==> config.mk <==
export PLATFORM = sky130hd
export DESIGN_NAME = riscv_core_branch_resolve_unit
export DESIGN_NICKNAME = d
export VERILOG_FILES = /design/src/rtl/riscv_core_pkg.sv /design/src/rtl/riscv_core_bht.sv /design/src/rtl/riscv_core_branch_resolve_unit.sv
export SDC_FILE = /design/constraint.sdc
export NUM_CORES = 1
export LEC_CHECK = 0
export ABC_AREA = 1
export CORE_MARGIN = 2
export CORE_UTILIZATION = 25
export DETAILED_ROUTE_END_ITERATION = 10
export PLACE_DENSITY_LB_ADDON = 0.05
export RECOVER_POWER = 50
export SYNTH_ARGS = -nofsm -noshare
export SYNTH_HDL_FRONTEND = slang
export SYNTH_HIERARCHICAL = 1
export SYNTH_SLANG_ARGS = --single-unit
export TNS_END_PERCENT = 30
==> constraint.sdc <==
create_clock -name i_clk -period 4.95 [get_ports i_clk]
set_clock_uncertainty 0.2 [all_clocks]
set_input_delay 0.99 -clock i_clk [delete_from_list [all_inputs] [get_ports i_clk]]
set_output_delay 0.99 -clock i_clk [all_outputs]
set_load 0.05 [all_outputs]
==> src/rtl/riscv_core_pkg.sv <==
// Shared definitions for the branch resolve unit: funct3 branch encodings,
// the BHT counter type with its reset value, and the saturating counter step.
package riscv_core_pkg;

    localparam logic [2:0] BEQ  = 3'b000;
    localparam logic [2:0] BNE  = 3'b001;
    localparam logic [2:0] BLT  = 3'b100;
    localparam logic [2:0] BGE  = 3'b101;
    localparam logic [2:0] BLTU = 3'b110;
    localparam logic [2:0] BGEU = 3'b111;

    typedef logic [1:0] bht_cnt_t;

    // Weakly not-taken.
    localparam bht_cnt_t BHT_RESET_VAL = 2'b01;

    // Two-bit saturating counter step: taken counts up, not-taken counts down.
    function automatic bht_cnt_t bht_next(input bht_cnt_t cur, input logic taken);
        bht_cnt_t nxt;
        nxt = cur;
        if (taken && (cur != 2'b11)) begin
            nxt = cur + 2'(1);
        end else if (!taken && (cur != 2'b00)) begin
            nxt = cur - 2'(1);
        end
        return nxt;
    endfunction

endpackage

==> src/rtl/riscv_core_bht.sv <==
// Branch history table: array of 2-bit saturating counters.
// Ports:
//   clk, rst   clock and synchronous active-high reset (all entries -> 01)
//   rd_idx     lookup index; rd_cnt_c is the combinational counter read
//   wr_en      apply one saturating step to entry wr_idx at the clock edge
//   wr_taken   direction of that step
// A read of the entry being written in the same cycle returns the old value.
module riscv_core_bht
    import riscv_core_pkg::*;
#(
    parameter int unsigned ENTRIES = 64,
    parameter int unsigned IDX_W   = $clog2(ENTRIES)
) (
    input  logic             clk,
    input  logic             rst,
    input  logic [IDX_W-1:0] rd_idx,
    output bht_cnt_t         rd_cnt_c,
    input  logic             wr_en,
    input  logic [IDX_W-1:0] wr_idx,
    input  logic             wr_taken
);

    bht_cnt_t mem [ENTRIES];

    assign rd_cnt_c = mem[rd_idx];

    // Counter storage with saturating update.
    always_ff @(posedge clk) begin
        if (rst) begin
            for (int i = 0; i < int'(ENTRIES); i++) begin
                mem[i] <= BHT_RESET_VAL;
            end
        end else if (wr_en) begin
            mem[wr_idx] <= bht_next(mem[wr_idx], wr_taken);
        end
    end

endmodule

==> src/rtl/riscv_core_branch_resolve_unit.sv <==
// Branch resolve stage: evaluates branch/jump conditions, compares against the
// fetch prediction, registers the result one cycle later, trains the BHT and
// keeps saturating branch/mispredict event counters.
// Ports:
//   i_clk, i_rst                      clock, synchronous active-high reset
//   i_valid, i_flush                  request strobe and same-cycle kill
//   i_srcA, i_srcB, i_funct3          branch operands and condition
//   i_is_jump, i_is_compressed        jal/jalr flag, 16-bit instruction flag
//   i_pc, i_target, i_pred_taken      resolving PC, taken target, prediction
//   i_lookup_pc, o_lookup_taken       fetch-side BHT lookup (combinational)
//   o_valid .. o_illegal              registered resolve result
//   o_branch_cnt, o_mispredict_cnt    event counters
module riscv_core_branch_resolve_unit
    import riscv_core_pkg::*;
#(
    parameter int unsigned XLEN        = 64,
    parameter int unsigned BHT_ENTRIES = 64,
    parameter int unsigned C_EXT       = 1,
    parameter int unsigned CNT_W       = 32
) (
    input  logic             i_clk,
    input  logic             i_rst,
    input  logic             i_valid,
    input  logic             i_flush,
    input  logic [XLEN-1:0]  i_srcA,
    input  logic [XLEN-1:0]  i_srcB,
    input  logic [2:0]       i_funct3,
    input  logic             i_is_jump,
    input  logic             i_is_compressed,
    input  logic [XLEN-1:0]  i_pc,
    input  logic [XLEN-1:0]  i_target,
    input  logic             i_pred_taken,
    input  logic [XLEN-1:0]  i_lookup_pc,
    output logic             o_lookup_taken,
    output logic             o_valid,
    output logic             o_istaken,
    output logic             o_mispredict,
    output logic [XLEN-1:0]  o_redirect_pc,
    output logic             o_addr_misaligned,
    output logic             o_illegal,
    output logic [CNT_W-1:0] o_branch_cnt,
    output logic [CNT_W-1:0] o_mispredict_cnt
);

    localparam int unsigned IDX_W   = $clog2(BHT_ENTRIES);
    // Halfword-granular index when compressed instructions exist.
    localparam int unsigned IDX_LSB = (C_EXT != 0) ? 1 : 2;

    logic             taken_c;
    logic             illegal_c;
    logic             mis_c;
    logic             mispredict_c;
    logic             accept_c;
    logic             bht_wr_c;
    logic [XLEN-1:0]  fall_c;
    bht_cnt_t         lookup_cnt_c;
    logic             unused_lookup;

    // Only the index slice of the lookup PC matters.
    assign unused_lookup = ^i_lookup_pc;

    // Branch condition evaluation.
    always_comb begin
        taken_c   = 1'b0;
        illegal_c = 1'b0;
        if (i_is_jump) begin
            taken_c = 1'b1;
        end else begin
            case (i_funct3)
                BEQ:     taken_c = (i_srcA == i_srcB);
                BNE:     taken_c = (i_srcA != i_srcB);
                BLT:     taken_c = ($signed(i_srcA) <  $signed(i_srcB));
                BGE:     taken_c = ($signed(i_srcA) >= $signed(i_srcB));
                BLTU:    taken_c = (i_srcA <  i_srcB);
                BGEU:    taken_c = (i_srcA >= i_srcB);
                default: illegal_c = 1'b1;
            endcase
        end
    end

    assign mis_c        = taken_c & ((C_EXT != 0) ? i_target[0] : |i_target[1:0]);
    assign mispredict_c = (taken_c != i_pred_taken) & ~mis_c & ~illegal_c;
    assign fall_c       = i_pc + (i_is_compressed ? XLEN'(2) : XLEN'(4));
    assign accept_c     = i_valid & ~i_flush;
    assign bht_wr_c     = accept_c & ~i_is_jump & ~illegal_c & ~mis_c;

    assign o_lookup_taken = lookup_cnt_c[1];

    riscv_core_bht #(
        .ENTRIES (BHT_ENTRIES),
        .IDX_W   (IDX_W)
    ) u_bht (
        .clk      (i_clk),
        .rst      (i_rst),
        .rd_idx   (i_lookup_pc[IDX_LSB +: IDX_W]),
        .rd_cnt_c (lookup_cnt_c),
        .wr_en    (bht_wr_c),
        .wr_idx   (i_pc[IDX_LSB +: IDX_W]),
        .wr_taken (taken_c)
    );

    // Result registers and event counters.
    always_ff @(posedge i_clk) begin
        if (i_rst) begin
            o_valid           <= 1'b0;
            o_istaken         <= 1'b0;
            o_mispredict      <= 1'b0;
            o_addr_misaligned <= 1'b0;
            o_illegal         <= 1'b0;
            o_redirect_pc     <= '0;
            o_branch_cnt      <= '0;
            o_mispredict_cnt  <= '0;
        end else begin
            o_valid           <= accept_c;
            o_istaken         <= accept_c & taken_c;
            o_mispredict      <= accept_c & mispredict_c;
            o_addr_misaligned <= accept_c & mis_c;
            o_illegal         <= accept_c & illegal_c;
            // Redirect address holds between mispredicts.
            if (accept_c && mispredict_c) begin
                o_redirect_pc <= taken_c ? i_target : fall_c;
            end
            if (accept_c && (o_branch_cnt != '1)) begin
                o_branch_cnt <= o_branch_cnt + CNT_W'(1);
            end
            if (accept_c && mispredict_c && (o_mispredict_cnt != '1)) begin
                o_mispredict_cnt <= o_mispredict_cnt + CNT_W'(1);
            end
        end
    end

endmodule

==> run metrics, run 1 <==
Total Nets Final 3665; antenna-violating nets left 0; initial antenna violation count 25; initial DRC count 1046; RR Startpoint u_bht/mem[14][1]; share of cells above drive strength 1 0.0869; Worst Path Required 5.05 ns; peak fanout along the critical path 29; Buffers on Ports 405; Mapped Area 0.0187 mm²; crit path launch i_srcB[39]; CP max stage cell clkdlybuf4s50_1; Post-Syn Nets 3199; most frequent cells in the layout nand2_1 (721), nor2_1 (469), inv_1 (446); FF-to-FF path depth 16; Vias 19240; critical path class primary input to flip-flop; commonest non-fill, non-tap cell in the layout nand2_1; Placed Instances 4195; post-route cell area 0.0257 mm²; Tot GR Track Use 0.197; row cnt 100; Post-Syn Instances 2798; min-delay worst type flip-flop to flip-flop; first-pass GRT wire length 116000 µm; Clock Pin Slew Worst Setup and Hold Paths 0.05 ns; Routed WL per cell 17.9 µm; final WL 76700 µm; Post-CTS Repair Setup Buffers 0; Final min period 4.51 ns; Final GP Congestion 0.903; Slew @ Worst Pin 1.27 ns; number of remaining DRC errors 0; outcome finished, final reports clean; Critical Path Max Stage Delay 0.46 ns; final cell count without fillers 4282; Initial Util 0.251; Avg Vias per Cell 4.49; Buffers & Inverters on Critical Path 7; Critical R2R Capture u_bht/mem[56][0]; R2R setup slack 1.66 ns; maxcap violations 0; CP endpoint kind flip-flop; post-DP HPWL 59200 µm; I/O pin cnt 464; crit start category primary input; family with the most delay on the worst path simple AND/OR/NAND/NOR gates; Finish-stage setup viols 0; fillers 8055; f_max 222 MHz; Critical Path AT 4.61 ns; Critical Path Sink u_bht/mem[12][1]; Crit path top cell by count nand2_1; final hold vios 0; number of H-tree levels 2; post-layout util 0.347; placed inst area 0.0246 mm²; Root Buffer clkbuf_16; mean post-synth cell area 6.67 µm²; period utilization 0.911; die height 277 µm; later-pin clock latency in the skew report 0.56 ns; First-pass DRT Iterations 5; clock tree buffer depth 3; RSZ-0062 raised after global routing no; TritonCTS clock tree built; Max-slew headroom 0.151; vias in the first global route 18904; CTS Buf Count 36; pin count of the biggest net entering global routing 65; max-slew violations 0; Max IR drop VDD 0.178 mV; warnings from Yosys 6; Pleak 0.0112 µW; Pwr per Cell Area 250 mW/mm²; Core ar. 0.0742 mm²; Sink Count 261; critical path depth 25; die span in x 277 µm; die area 0.0768 mm²; area grow syn2layout 37.9%; global route overflow 0
-- worst reg2reg max path: stages, from the launching register on --
cell and delay (ns):
edfxtp_1 0.41, inv_1 0.07, nand2_1 0.05, nand3_1 0.10, nand2_1 0.07, o21ai_0 0.36
nand2_1 0.10, nor2_1 0.28, nand2_1 0.17, inv_1 0.08, ha_1 0.13, nor2_1 0.06
nor2_1 0.24, nand3b_1 0.19, buf_4 0.18, buf_12 0.21, nand3_2 0.12
-- how the worst min path moves through the flow --
stage	end	slack, ns	startpoint	depth (start not counted)
2_1_floorplan	o_branch_cnt[31]	0.50	o_branch_cnt[31]	1
3_3_place_gp	o_redirect_pc[45]	0.27	o_redirect_pc[45]	2
3_5_place_dp	o_redirect_pc[58]	0.27	o_redirect_pc[58]	2
4_1_cts	o_redirect_pc[49]	0.29	o_redirect_pc[49]	2
5_1_grt	o_redirect_pc[26]	0.30	o_redirect_pc[26]	2
6_report	o_redirect_pc[26]	0.27	o_redirect_pc[26]	2
-- routing by layer --
| layer | share of wire | global-route usage | vias to the layer above | wire [µm] |
|---|---|---|---|---|
| met5 | 0.00068 | 0 | - | 52 |
| met4 | 0.029 | 0.0700 | 8 | 2200 |
| met3 | 0.057 | 0.0404 | 113 | 4390 |
| met2 | 0.47 | 0.326 | 431 | 35800 |
| met1 | 0.45 | 0.252 | 8872 | 34200 |
| li1 | - | - | 9816 | - |
-- power by group --
part	leakage, µW	internal (µW)	switching [µW]
Sequential	0.00220	2310	28.1
Clock	0.000590	1550	1070
Combinational	0.00841	572	887
Total	0.0112	4430	1980
-- registers in the layout, indices dropped and copies added, names as in the netlist --
signal             count
o_branch_cnt          32
o_mispredict_cnt      32
o_valid                1
o_mispredict           1
o_addr_misaligned      1
o_illegal              1
u_bht/mem            128
o_redirect_pc         64
o_istaken              1
-- metrics by stage --
stage / power (µW) / TNS (ns) / hold slack, ns / setup WS, ns
floorplan: 3210 / 0 / 0.499 / 0.695
global placement: 3870 / -11.31 / 0.267 / -0.138
detailed placement: 3880 / -22.80 / 0.275 / -0.204
CTS: 6560 / 0 / 0.287 / 0.367
global route: 6750 / 0 / 0.299 / 0.0277
finish: 6420 / 0 / 0.274 / 0.442
-- repair_timing --
item                       CTS  global route
hold buffers                 0             0
setup endpoints to repair    0            19
resized for setup            0             1
-- final cells by class --
class / count / area, µm² / share of cell area
clock buffers: 53 / 1060 / 0.0414
repair buffers: 551 / 5380 / 0.209
multi-input cells: 1963 / 9690 / 0.377
inverters: 451 / 1690 / 0.0659
flip-flops and latches: 261 / 6510 / 0.253
clock inverters: 13 / 118 / 0.00457
diodes: 21 / 52.6 / 0.00204
well taps: 969 / 1210 / 0.0471
No activity file was read; power rests on OpenSTA's default activity.
==> run 2, diff against run 1 <==
--- a/config.mk
+++ b/config.mk
@@ -6,6 +6,7 @@
 export NUM_CORES = 1
 export LEC_CHECK = 0
 export ABC_AREA = 1
+export ABC_CLOCK_PERIOD_IN_PS = 4950
 export CORE_MARGIN = 2
 export CORE_UTILIZATION = 25
 export DETAILED_ROUTE_END_ITERATION = 10
@@ -15,4 +16,3 @@
 export SYNTH_HDL_FRONTEND = slang
 export SYNTH_HIERARCHICAL = 1
 export SYNTH_SLANG_ARGS = --single-unit
-export TNS_END_PERCENT = 30
==> results of run 2 <==
The final DEF is identical to that of run 1; final timing and power are the same.
